<file path="config.mk">
export PLATFORM = sky130hd
export DESIGN_NAME = fifo_rd_stream_flat
export DESIGN_NICKNAME = d
export VERILOG_FILES = /design/src/rtl/fifo_rd_stream_if.sv /design/src/rtl/fifo_rd_stream.sv /design/src/flat_wrapper.sv
export SDC_FILE = /design/constraint.sdc
export NUM_CORES = 1
export LEC_CHECK = 0
export ABC_AREA = 1
export ABC_CLOCK_PERIOD_IN_PS = 3400
export CORE_UTILIZATION = 47
export DETAILED_ROUTE_END_ITERATION = 6
export GPL_TIMING_DRIVEN = 0
export HOLD_SLACK_MARGIN = 0.03
export PLACE_DENSITY = 0.78
export SLEW_MARGIN = 30
export SYNTH_ARGS = -nofsm -noshare
export SYNTH_HDL_FRONTEND = slang
export SYNTH_SLANG_ARGS = --single-unit
</file>
<file path="constraint.sdc">
create_clock -name clk -period 3.4 [get_ports clk]
set_input_delay 0.51 -clock clk [delete_from_list [all_inputs] [get_ports clk]]
set_output_delay 0.51 -clock clk [all_outputs]
set_load 0.01 [all_outputs]
</file>
<file path="src/rtl/fifo_rd_stream_if.sv">
// Bundle between fifo_rd_stream, the upstream 1-cycle-latency FIFO read port
// and the downstream valid/ready consumer. master = the adapter itself.
interface fifo_rd_stream_if #(
    parameter int WIDTH = 8,
    parameter int SKID  = 4,
    parameter int CW    = 16
);
    localparam int LW = $clog2(SKID) + 1;

    logic             in_fifo_empty;
    logic             out_fifo_rd;
    logic [WIDTH-1:0] in_fifo_rdata;
    logic             out_valid;
    logic             in_ready;
    logic [WIDTH-1:0] out_data;
    logic             in_flush;
    logic [LW-1:0]    out_level;
    logic [CW-1:0]    out_beats;

    modport master (
        input  in_fifo_empty, in_fifo_rdata, in_ready, in_flush,
        output out_fifo_rd, out_valid, out_data, out_level, out_beats
    );

    modport slave (
        output in_fifo_empty, in_fifo_rdata, in_ready, in_flush,
        input  out_fifo_rd, out_valid, out_data, out_level, out_beats
    );
endinterface

</file>
<file path="src/rtl/fifo_rd_stream.sv">
// Turns a pop-with-1-cycle-latency FIFO read port into a full-throughput
// valid/ready stream using a small skid store that absorbs in-flight reads.
module fifo_rd_stream #(
    parameter int WIDTH = 8,
    parameter int SKID  = 4,
    parameter int CW    = 16
) (
    input  logic             clk,
    input  logic             rst,
    fifo_rd_stream_if.master bus
);
    localparam int LW = $clog2(SKID) + 1;
    localparam int PW = (SKID > 1) ? $clog2(SKID) : 1;

    logic [LW-1:0]    occ_reg;
    logic [LW-1:0]    occ_next;
    logic             pend_reg;
    logic [PW-1:0]    wptr_reg;
    logic [PW-1:0]    rptr_reg;
    logic [CW-1:0]    beats_reg;
    logic [WIDTH-1:0] skid_mem [SKID];

    logic             fifo_rd;
    logic             capture;
    logic             valid;
    logic             pop;
    logic [LW:0]      fill;

    // Reserve a slot for every word already requested, so a pop can never
    // be issued without room to land it.
    assign fill    = {1'b0, occ_reg} + {{LW{1'b0}}, pend_reg};
    assign fifo_rd = !rst && !bus.in_fifo_empty && !bus.in_flush
                     && (fill < (LW + 1)'(SKID));
    assign capture = pend_reg && !bus.in_flush;
    assign valid   = (occ_reg != '0);
    assign pop     = valid && bus.in_ready;

    always_comb begin
        occ_next = occ_reg + {{(LW - 1){1'b0}}, capture}
                           - {{(LW - 1){1'b0}}, pop};
    end

    always_ff @(posedge clk or posedge rst) begin
        if (rst) begin
            occ_reg   <= '0;
            pend_reg  <= 1'b0;
            wptr_reg  <= '0;
            rptr_reg  <= '0;
            beats_reg <= '0;
        end else begin
            pend_reg <= fifo_rd;
            // Beat counter survives flush: a beat accepted in the flush cycle still happened.
            if (pop) begin
                beats_reg <= beats_reg + CW'(1);
            end
            if (bus.in_flush) begin
                occ_reg  <= '0;
                wptr_reg <= '0;
                rptr_reg <= '0;
            end else begin
                occ_reg <= occ_next;
                if (capture) begin
                    wptr_reg <= wptr_reg + PW'(1);
                end
                if (pop) begin
                    rptr_reg <= rptr_reg + PW'(1);
                end
            end
        end
    end

    // Storage carries no reset; occ gates which entries are meaningful.
    always_ff @(posedge clk) begin
        if (capture) begin
            skid_mem[wptr_reg] <= bus.in_fifo_rdata;
        end
    end

    assign bus.out_fifo_rd = fifo_rd;
    assign bus.out_valid   = valid;
    assign bus.out_data    = skid_mem[rptr_reg];
    assign bus.out_level   = occ_reg;
    assign bus.out_beats   = beats_reg;
endmodule

</file>
<file path="src/flat_wrapper.sv">
// flat-port wrapper written by rule: the top's interface ports become plain ports
module fifo_rd_stream_flat 
#(
    parameter int WIDTH = 8,
    parameter int SKID  = 4,
    parameter int CW    = 16
)
  (clk, rst, bus_in_fifo_empty, bus_in_fifo_rdata, bus_in_ready, bus_in_flush, bus_out_fifo_rd, bus_out_valid, bus_out_data, bus_out_level, bus_out_beats);
  fifo_rd_stream_if #(.WIDTH(WIDTH), .SKID(SKID), .CW(CW)) bus_i ();
  input  logic clk;
  input  logic rst;
  input wire logic [$bits(bus_i.in_fifo_empty)-1:0] bus_in_fifo_empty;
  input wire logic [$bits(bus_i.in_fifo_rdata)-1:0] bus_in_fifo_rdata;
  input wire logic [$bits(bus_i.in_ready)-1:0] bus_in_ready;
  input wire logic [$bits(bus_i.in_flush)-1:0] bus_in_flush;
  output wire logic [$bits(bus_i.out_fifo_rd)-1:0] bus_out_fifo_rd;
  output wire logic [$bits(bus_i.out_valid)-1:0] bus_out_valid;
  output wire logic [$bits(bus_i.out_data)-1:0] bus_out_data;
  output wire logic [$bits(bus_i.out_level)-1:0] bus_out_level;
  output wire logic [$bits(bus_i.out_beats)-1:0] bus_out_beats;
  assign bus_i.in_fifo_empty = bus_in_fifo_empty;
  assign bus_i.in_fifo_rdata = bus_in_fifo_rdata;
  assign bus_i.in_ready = bus_in_ready;
  assign bus_i.in_flush = bus_in_flush;
  assign bus_out_fifo_rd = bus_i.out_fifo_rd;
  assign bus_out_valid = bus_i.out_valid;
  assign bus_out_data = bus_i.out_data;
  assign bus_out_level = bus_i.out_level;
  assign bus_out_beats = bus_i.out_beats;
  fifo_rd_stream #(.WIDTH(WIDTH), .SKID(SKID), .CW(CW)) u_core (.clk(clk), .rst(rst), .bus(bus_i));
endmodule
</file>
Word level (Yosys, flattened, before mapping)
Memories as Yosys holds them, arrays and structs flattened. Cells that the tools add are included.

Bits in registers: 24. Memory bits (writable): 32. Input bits: 13. Logic and storage cells: 31. Memories kept: 1.

Add/sub/neg operators: 6. Order comparisons: 1. Muxes and demuxes: 7. Reduce and logical (&&, ||, !) cells: 11.

Memories: u_core.skid_mem (depth 4, width 8, read ports 1, clocked after memory_dff 0, wr ports 1, RTL line fifo_rd_stream.sv:21) `logic [WIDTH-1:0] skid_mem [SKID];`.

Operators with widths (number): $add 16x1->16 const B (1); $mux 2 (4); $logic_and 1x1->1 (5); $add 2x1->2 const B (2); $add 3x1->4 (1); $lt 4x3->1 const B (1); $reduce_bool 2->1 (2); $add 3x1->3 (1); $logic_not 1->1 (3); $mux 3 (1); $reduce_bool 3->1 (1); $sub 3x1->3 (1); $mux 1 (2).

Depth between registers and ports, before layout
Gate-level depths: netlist of the first run.

Word-level depth: 5. Depth in mapped cells: 11. Depth with buffers taken out: 11.

Worst setup path before layout of the first run
Ideal clock, no wire load.

Kind: register -> register. Start point: register u_core.occ_reg[1], in the netlist u_core.bus.out_level[1]. End point: register u_core.occ_reg[2], in the netlist u_core.bus.out_level[2]. Setup time: 119 ps. Data arrival time: 1915 ps. Required time: 3281 ps. Setup slack: 1367 ps. Cell stages (with the launch flop): 12. Path buffers: 0. Period minus slack after synthesis: 2033 ps. Path through: dfrtp_1 nor2_2 nand2_4 nand2_8 inv_4 ha_1 inv_1 ha_1 inv_1 fa_1 xnor2_1 nor2_1.

Cells in the longest elaborated chain, start to end: 4. Elaborated cells on any way between the ends: 5. Classes of those cells: add/sub: 2; mux: 1; reduce/logical: 2.

RTL lines: start: declaration (RTL line fifo_rd_stream.sv:15) `logic [LW-1:0] occ_reg;`; start signal: assignment (RTL line fifo_rd_stream.sv:61) `occ_reg <= occ_next;`; $reduce_bool 3->1 (RTL line fifo_rd_stream.sv:35) `assign valid = (occ_reg != '0);`; via bus_out_valid (RTL line flat_wrapper.sv:17) `output wire logic [$bits(bus_i.out_valid)-1:0] bus_out_valid;`; $logic_and 1x1->1 (RTL line fifo_rd_stream.sv:36) `assign pop = valid && bus.in_ready;`; via u_core.pop (RTL line fifo_rd_stream.sv:26) `logic pop;`; $sub 3x1->3 (RTL line fifo_rd_stream.sv:40) `- {{(LW - 1){1'b0}}, pop};`; $mux 3 (RTL line fifo_rd_stream.sv:56) `if (bus.in_flush) begin`.

The timed path passes the listed nets, and every way through them passes these cells. A chain may end at the register's enable or synchronous reset.

Worst setup path in the final report of the first run
Start point: input port rst. End point: output port bus_out_fifo_rd.

Cells in the longest elaborated chain, start to end: 4.

RTL lines: start: declaration (RTL line flat_wrapper.sv:11) `input logic rst;`; $logic_not 1->1 (RTL line fifo_rd_stream.sv:32) `assign fifo_rd = !rst && !bus.in_fifo_empty && !bus.in_flush`; $logic_and 1x1->1 (2 in series) (RTL line fifo_rd_stream.sv:32); $logic_and 1x1->1 (RTL line fifo_rd_stream.sv:33) `&& (fill < (LW + 1)'(SKID));`; end: declaration (RTL line flat_wrapper.sv:16) `output wire logic [$bits(bus_i.out_fifo_rd)-1:0] bus_out_fifo_rd;`.

No other way between the ends.

==> flow_metrics.env, run 1 <==
export IMPL_outcome="finished clean"
export IMPL_largest_reg_flops=32
export IMPL_postCtsSetupBuffers=0
export IMPL_worst_pin_slew_ns=0.809
export IMPL_cp_top_family="buffers and inverters"
export IMPL_crit_slowest_cell="clkdlybuf4s50_1"
export IMPL_cp_common_cell="clkdlybuf4s50_1"
export IMPL_dpl_worst_slack_ns=0.261
export IMPL_drc=0
export IMPL_hold_buffers=0
export IMPL_fin_nets=310
export IMPL_dr_pass1_iters=4
export IMPL_cts_sinks=56
export IMPL_hold_end="u_core.bus.out_beats[15]"
export IMPL_die_x_um=76.1
export IMPL_yosys_area_top_type="edfxtp_1"
export IMPL_slowest_delay_ns=0.54
export IMPL_critPathKind="in2out"
export IMPL_setup_viol=0
export IMPL_antenna_found_initial=0
export IMPL_ir_drop_mv=0.261
export IMPL_reg2reg_setup_slack_ns=1.27
export IMPL_grt_pass1_wl_um=8070
export IMPL_tritoncts="yes"
export IMPL_p_per_area_nw_per_um2=578
export IMPL_grt_setup_unrepaired="no"
export IMPL_async_reset_ff_frac=0.429
export IMPL_yosysSeqAreaShare=0.605
export IMPL_port_buffers=41
export IMPL_synth_area_leaders="edfxtp_1 37%, dfrtp_1 23%, nand2_1 5.5%, nor2_1 4.5%, inv_1 3.9%"
export IMPL_worstRegToRegCells=11
export IMPL_min_from="u_core.bus.out_beats[15]"
export IMPL_synth_area_um2=2580
export IMPL_critPathArrivalTime_ns=2.26
export IMPL_hold_viol=0
export IMPL_critPathCaptureType="primary output"
export IMPL_ys_flop_type="edfxtp_1"
export IMPL_synth_nets=262
export IMPL_ys_warnings_count=0
export IMPL_min_path_cells=2
export IMPL_drv_cap=0
export IMPL_stdcell_area_um2=3180
export IMPL_met2RoutedLength_um=2410
export IMPL_start_util=0.496
export IMPL_num_antenna_cells=0
export IMPL_die_h_um=76.1
export IMPL_clock_skew_ns=0.0142
export IMPL_clockRootBuffer="clkbuf_8"
export IMPL_top_register="u_core.skid_mem"
export IMPL_place_gp_congestion=0.778
export IMPL_avgSynthCellArea_um2=10.8
export IMPL_cts_clk_slew_worst_paths_ns=0.09
export IMPL_setup_ws_ns=0.635
export IMPL_rr_startpoint="u_core.bus.out_level[1]"
export IMPL_cts_max_path_buffers=2
export IMPL_routedWlPerCell_um=13.2
export IMPL_ys_seq_elements=56
export IMPL_via_per_inst=4.97
export IMPL_place_area_um2=3080
export IMPL_slew_viol_final=0
export IMPL_first_global_vias=1662
export IMPL_path_cells="clkdlybuf4s50_1, inv_2, nand2_1, nor2_1, and3_1, clkdlybuf4s50_1"
export IMPL_finalCritPeriodShare=0.813
export IMPL_finalHoldWorstSlack_ns=0.517
export IMPL_yosys_top_cells_count="38 x nand2_1, 32 x edfxtp_1, 31 x nor2_1"
export IMPL_fmax_ghz=0.362
export IMPL_crit_path_start_kind="input port"
export IMPL_cts_resized=0
export IMPL_fillers=407
export IMPL_crit_path_start="rst"
export IMPL_yosysMostFrequentCell="nand2_1"
export IMPL_required_ns=2.89
export IMPL_routed_top_layer="met4"
export IMPL_grt_max_degree=26
export IMPL_final_layout_size_suffix_gt1_frac=0.111
export IMPL_synth_edff_count=32
export IMPL_drt_total_wl_um=4750
export IMPL_pin_count=42
export IMPL_dieArea_um2=5790
export IMPL_worstSkewPairLatency_ns=0.32
export IMPL_min_path_type="reg2reg"
export IMPL_p_leak_nw=1.28
export IMPL_crit_buf_inv=3
export IMPL_grt_overflow=0
export IMPL_timing_rr_end="u_core.bus.out_level[2]"
export IMPL_fin_crit_ns=2.77
export IMPL_relSlewSlack=0.459
export IMPL_ant_nets=0
export IMPL_crit_fanout=25
export IMPL_rows=26
export IMPL_coreArea_um2=5200
export IMPL_route_met3_wl_um=118
export IMPL_via_count=1785
export IMPL_synth_top_cell_area_share=0.372
export IMPL_htreeDepth=2
export IMPL_synth_distinct_cells=30
export IMPL_drtIter0Drc=116
export IMPL_fin_tns_setup_ns=0
export IMPL_dp_hpwl_um=3250
export IMPL_track_usage=0.179
export IMPL_cts_buffers=5
export IMPL_area_growth_pct=23.1
export IMPL_met1_length_um=2140
export IMPL_syn_inst=240
[power breakdown]
group,switching (mW),total (mW),leakage (nW),internal [mW]
sequential,0.0586,0.831,0.606,0.773
clock,0.237,0.393,0.0511,0.156
combinational,0.324,0.612,0.627,0.288
[cells by family after synthesis]
| group | after synthesis | share of synthesized area |
|---|---|---|
| fa+ha+maj | 9 | 0.0465 |
| buf+inv | 34 | 0.0528 |
| simple gates | 104 | 0.207 |
| compound gates | 28 | 0.0582 |
| flops | 56 | 0.605 |
| xor+xnor | 9 | 0.0305 |
[cells in the final DEF (no fill, tap or decap), types with 2 or more instances in the layout]
master / n
nor3_1: 2
nand2_1: 38
dfrtp_1: 24
inv_2: 3
inv_6: 2
inv_1: 26
xnor2_1: 4
nand3_2: 2
ha_1: 8
nor2_4: 5
nand3_1: 9
nor2_1: 31
a21oi_1: 2
buf_2: 2
o22ai_1: 8
nand4_1: 5
clkbuf_8: 5
edfxtp_1: 32
o21ai_0: 18
clkdlybuf4s50_1: 41
xor2_1: 5
nand2_2: 5
[area by class of cell]
type	instances	area [µm²]	area share
tap	70	87.6	0.0276
sequential	56	1560	0.492
clock buffer	5	68.8	0.0217
clock inverter	3	28.8	0.00906
multi-input combinational	150	883	0.278
timing repair buffer	41	410	0.129
buffer	4	21.3	0.00670
inverter	30	115	0.0362
[how the worst max path moves through the flow]
stage,end,cells after the start
4_1_cts,bus_out_fifo_rd,6
2_1_floorplan,u_core.bus.out_level[2],11
3_3_place_gp,bus_out_fifo_rd,6
5_1_grt,bus_out_fifo_rd,6
6_report,bus_out_fifo_rd,6
3_5_place_dp,bus_out_fifo_rd,6
[metrics by stage]
stage,utilization,power (mW),instances
3_3_place_gp,0.592,1.45,351
5_1_grt,0.610,1.94,359
4_1_cts,0.610,1.86,359
3_5_place_dp,0.592,1.47,351
2_1_floorplan,-,1.19,240
6_report,0.610,1.84,359
[layer usage]
metal	GRT usage	up-vias
met5	0	-
met4	0.0635	0
met3	0.0359	7
met2	0.301	31
met1	0.232	858
li1	-	889
[tightest hold or removal path, stage by stage (launching register included)]
cell     delay [ns]
dfrtp_1        0.39
nand2_1        0.06
nand2_1        0.04
Note: power is estimated with default switching activity, not from simulation.
==> run 2: changes to the inputs <==
--- a/config.mk
+++ b/config.mk
@@ -6,7 +6,7 @@
 export NUM_CORES = 1
 export LEC_CHECK = 0
 export ABC_AREA = 1
-export ABC_CLOCK_PERIOD_IN_PS = 3400
+export ABC_CLOCK_PERIOD_IN_PS = 2800
 export CORE_UTILIZATION = 47
 export DETAILED_ROUTE_END_ITERATION = 6
 export GPL_TIMING_DRIVEN = 0
==> constraint.sdc (replaced) <==
create_clock -name clk -period 2.8 [get_ports clk]
set_input_delay 0.42 -clock clk [delete_from_list [all_inputs] [get_ports clk]]
set_output_delay 0.42 -clock clk [all_outputs]
set_load 0.01 [all_outputs]
==> run 2 against run 1 <==
Net effect:
- core utilization increased by 0.17 points
- routed wire length increased by 1.6%
- design area increased by 0.28%
- non-clock buffer count unchanged
- global-route usage unchanged
- final cell count increased by 0.28%
- combinational power increased by 22%
- register-to-register slack got worse by 0.61 ns
- critical path depth unchanged
==> flow_metrics.env, run 2 (synthesized netlist as in run 1, its figures left out) <==
export IMPL_pin_count=42
export IMPL_critPathKind="in2out"
export IMPL_relSlewSlack=0.449
export IMPL_critPathCaptureType="primary output"
export IMPL_dp_hpwl_um=3250
export IMPL_fin_crit_ns=2.60
export IMPL_final_common_cell="clkdlybuf4s50_1"
export IMPL_via_count=1815
export IMPL_first_global_vias=1662
export IMPL_drtIter0Drc=115
export IMPL_finalCritPeriodShare=0.930
export IMPL_coreArea_um2=5200
export IMPL_fin_tns_setup_ns=0
export IMPL_ant_nets=0
export IMPL_dpl_worst_slack_ns=-0.159
export IMPL_critPathArrivalTime_ns=2.18
export IMPL_p_total_mw=2.23
export IMPL_cts_max_path_buffers=2
export IMPL_setup_ws_ns=0.196
export IMPL_dieArea_um2=5790
export IMPL_tritoncts="yes"
export IMPL_grt_pass1_wl_um=8070
export IMPL_min_path_type="in2async"
export IMPL_cts_clk_slew_worst_paths_ns=0.11
export IMPL_dp_cells=351
export IMPL_die_x_um=76.1
export IMPL_die_h_um=76.1
export IMPL_routedWlPerCell_um=13.4
export IMPL_dr_pass1_iters=4
export IMPL_worst_pin_slew_ns=0.824
export IMPL_via_per_inst=5.04
export IMPL_grt_overflow=0
export IMPL_drt_total_wl_um=4820
export IMPL_ir_drop_mv=0.317
export IMPL_track_usage=0.179
export IMPL_start_util=0.496
export IMPL_stdcell_area_um2=3190
export IMPL_crit_fanout=13
export IMPL_hold_viol=0
export IMPL_fin_util=0.612
export IMPL_place_area_um2=3080
export IMPL_clockRootBuffer="clkbuf_8"
export IMPL_drv_cap=0
export IMPL_top_register="u_core.skid_mem"
export IMPL_antenna_found_initial=0
export IMPL_setup_viol=0
export IMPL_final_layout_size_suffix_gt1_frac=0.114
export IMPL_finalHoldWorstSlack_ns=0.498
export IMPL_fin_cells=360
export IMPL_htreeDepth=2
export IMPL_fmax_ghz=0.384
export IMPL_fin_nets=311
export IMPL_cts_buffers=5
export IMPL_hold_buffers=0
export IMPL_p_per_area_nw_per_um2=700
export IMPL_rows=26
export IMPL_grt_setup_unrepaired="no"
export IMPL_clock_skew_ns=0.0146
export IMPL_port_buffers=41
export IMPL_required_ns=2.38
export IMPL_drc=0
export IMPL_layout_common_cells="41 x clkdlybuf4s50_1, 38 x nand2_1, 32 x edfxtp_1"
export IMPL_reg2reg_setup_slack_ns=0.66
export IMPL_p_leak_nw=1.28
export IMPL_cts_sinks=56
export IMPL_largest_reg_flops=32
export IMPL_grt_max_degree=26
export IMPL_worstSkewPairLatency_ns=0.32
export IMPL_place_gp_congestion=0.778
export IMPL_crit_path_start_kind="input port"
export IMPL_slew_viol_final=0
export IMPL_area_growth_pct=23.4
export IMPL_outcome="finished clean"
export IMPL_num_antenna_cells=0
## run 2: layout make-up
cell class | count | area (µm²)
Inverter | 30 | 119
Clock buffer | 5 | 68.8
Fill cell | 405 | 2020
Buffer | 4 | 21.3
Multi-Input combinational cell | 150 | 883
Timing Repair Buffer | 41 | 410
Tap cell | 70 | 87.6
Clock inverter | 3 | 28.8
Sequential cell | 56 | 1560
Timing Repair inverter | 1 | 5.00
## run 2: what timing repair did
item                                    in CTS  in global routing
gates resized for setup                      1                  0
buffers inserted                             0                  0
endpoints found under the setup margin       1                  1
cloned                                       0                  1
pin swaps                                    0                  0
## run 2: where the power goes
group | leakage, nW | switching (mW) | internal, mW
clock | 0.0511 | 0.288 | 0.189
combinational | 0.623 | 0.394 | 0.350
sequential | 0.606 | 0.0711 | 0.938
## run 2: layer usage
metal / vias to the layer above / wire [µm] / global-route usage
met2: 40 / 2430 / 0.301
met3: 7 / 150 / 0.0359
met1: 877 / 2160 / 0.232
met4: 0 / 75 / 0.0635
met5: - / 0 / 0
li1: 891 / - / -
## run 2: path summary, 6_finish.rpt
| kind | from | depth (start not counted) | endpoint |
|---|---|---|---|
| worst min register to register | u_core.bus.out_beats[15] | 2 | u_core.bus.out_beats[15] |
| min in group clk | u_core.bus.out_beats[15] | 2 | u_core.bus.out_beats[15] |
| worst max register to register | u_core.bus.out_level[1] | 11 | u_core.bus.out_level[2] |
| worst max-delay path | rst | 6 | bus_out_fifo_rd |
| worst min-delay path | rst | 2 | u_core.bus.out_beats[7] |
| max in group asynchronous | rst | 2 | u_core.bus.out_beats[11] |
## run 2: critical path: stages
cell	delay, ns
clkdlybuf4s50_1	0.58
clkinvlp_4	0.35
nand2_1	0.16
nor2_1	0.05
and3_1	0.15
clkdlybuf4s50_1	0.47
==> run 3: changes to the inputs <==
--- a/config.mk
+++ b/config.mk
@@ -12,7 +12,7 @@
 export GPL_TIMING_DRIVEN = 0
 export HOLD_SLACK_MARGIN = 0.03
 export PLACE_DENSITY = 0.78
-export SLEW_MARGIN = 30
 export SYNTH_ARGS = -nofsm -noshare
 export SYNTH_HDL_FRONTEND = slang
 export SYNTH_SLANG_ARGS = --single-unit
+export TNS_END_PERCENT = 1
==> results of run 3 <==
Same layout as run 2: the final DEF is identical, and so are final timing and power.
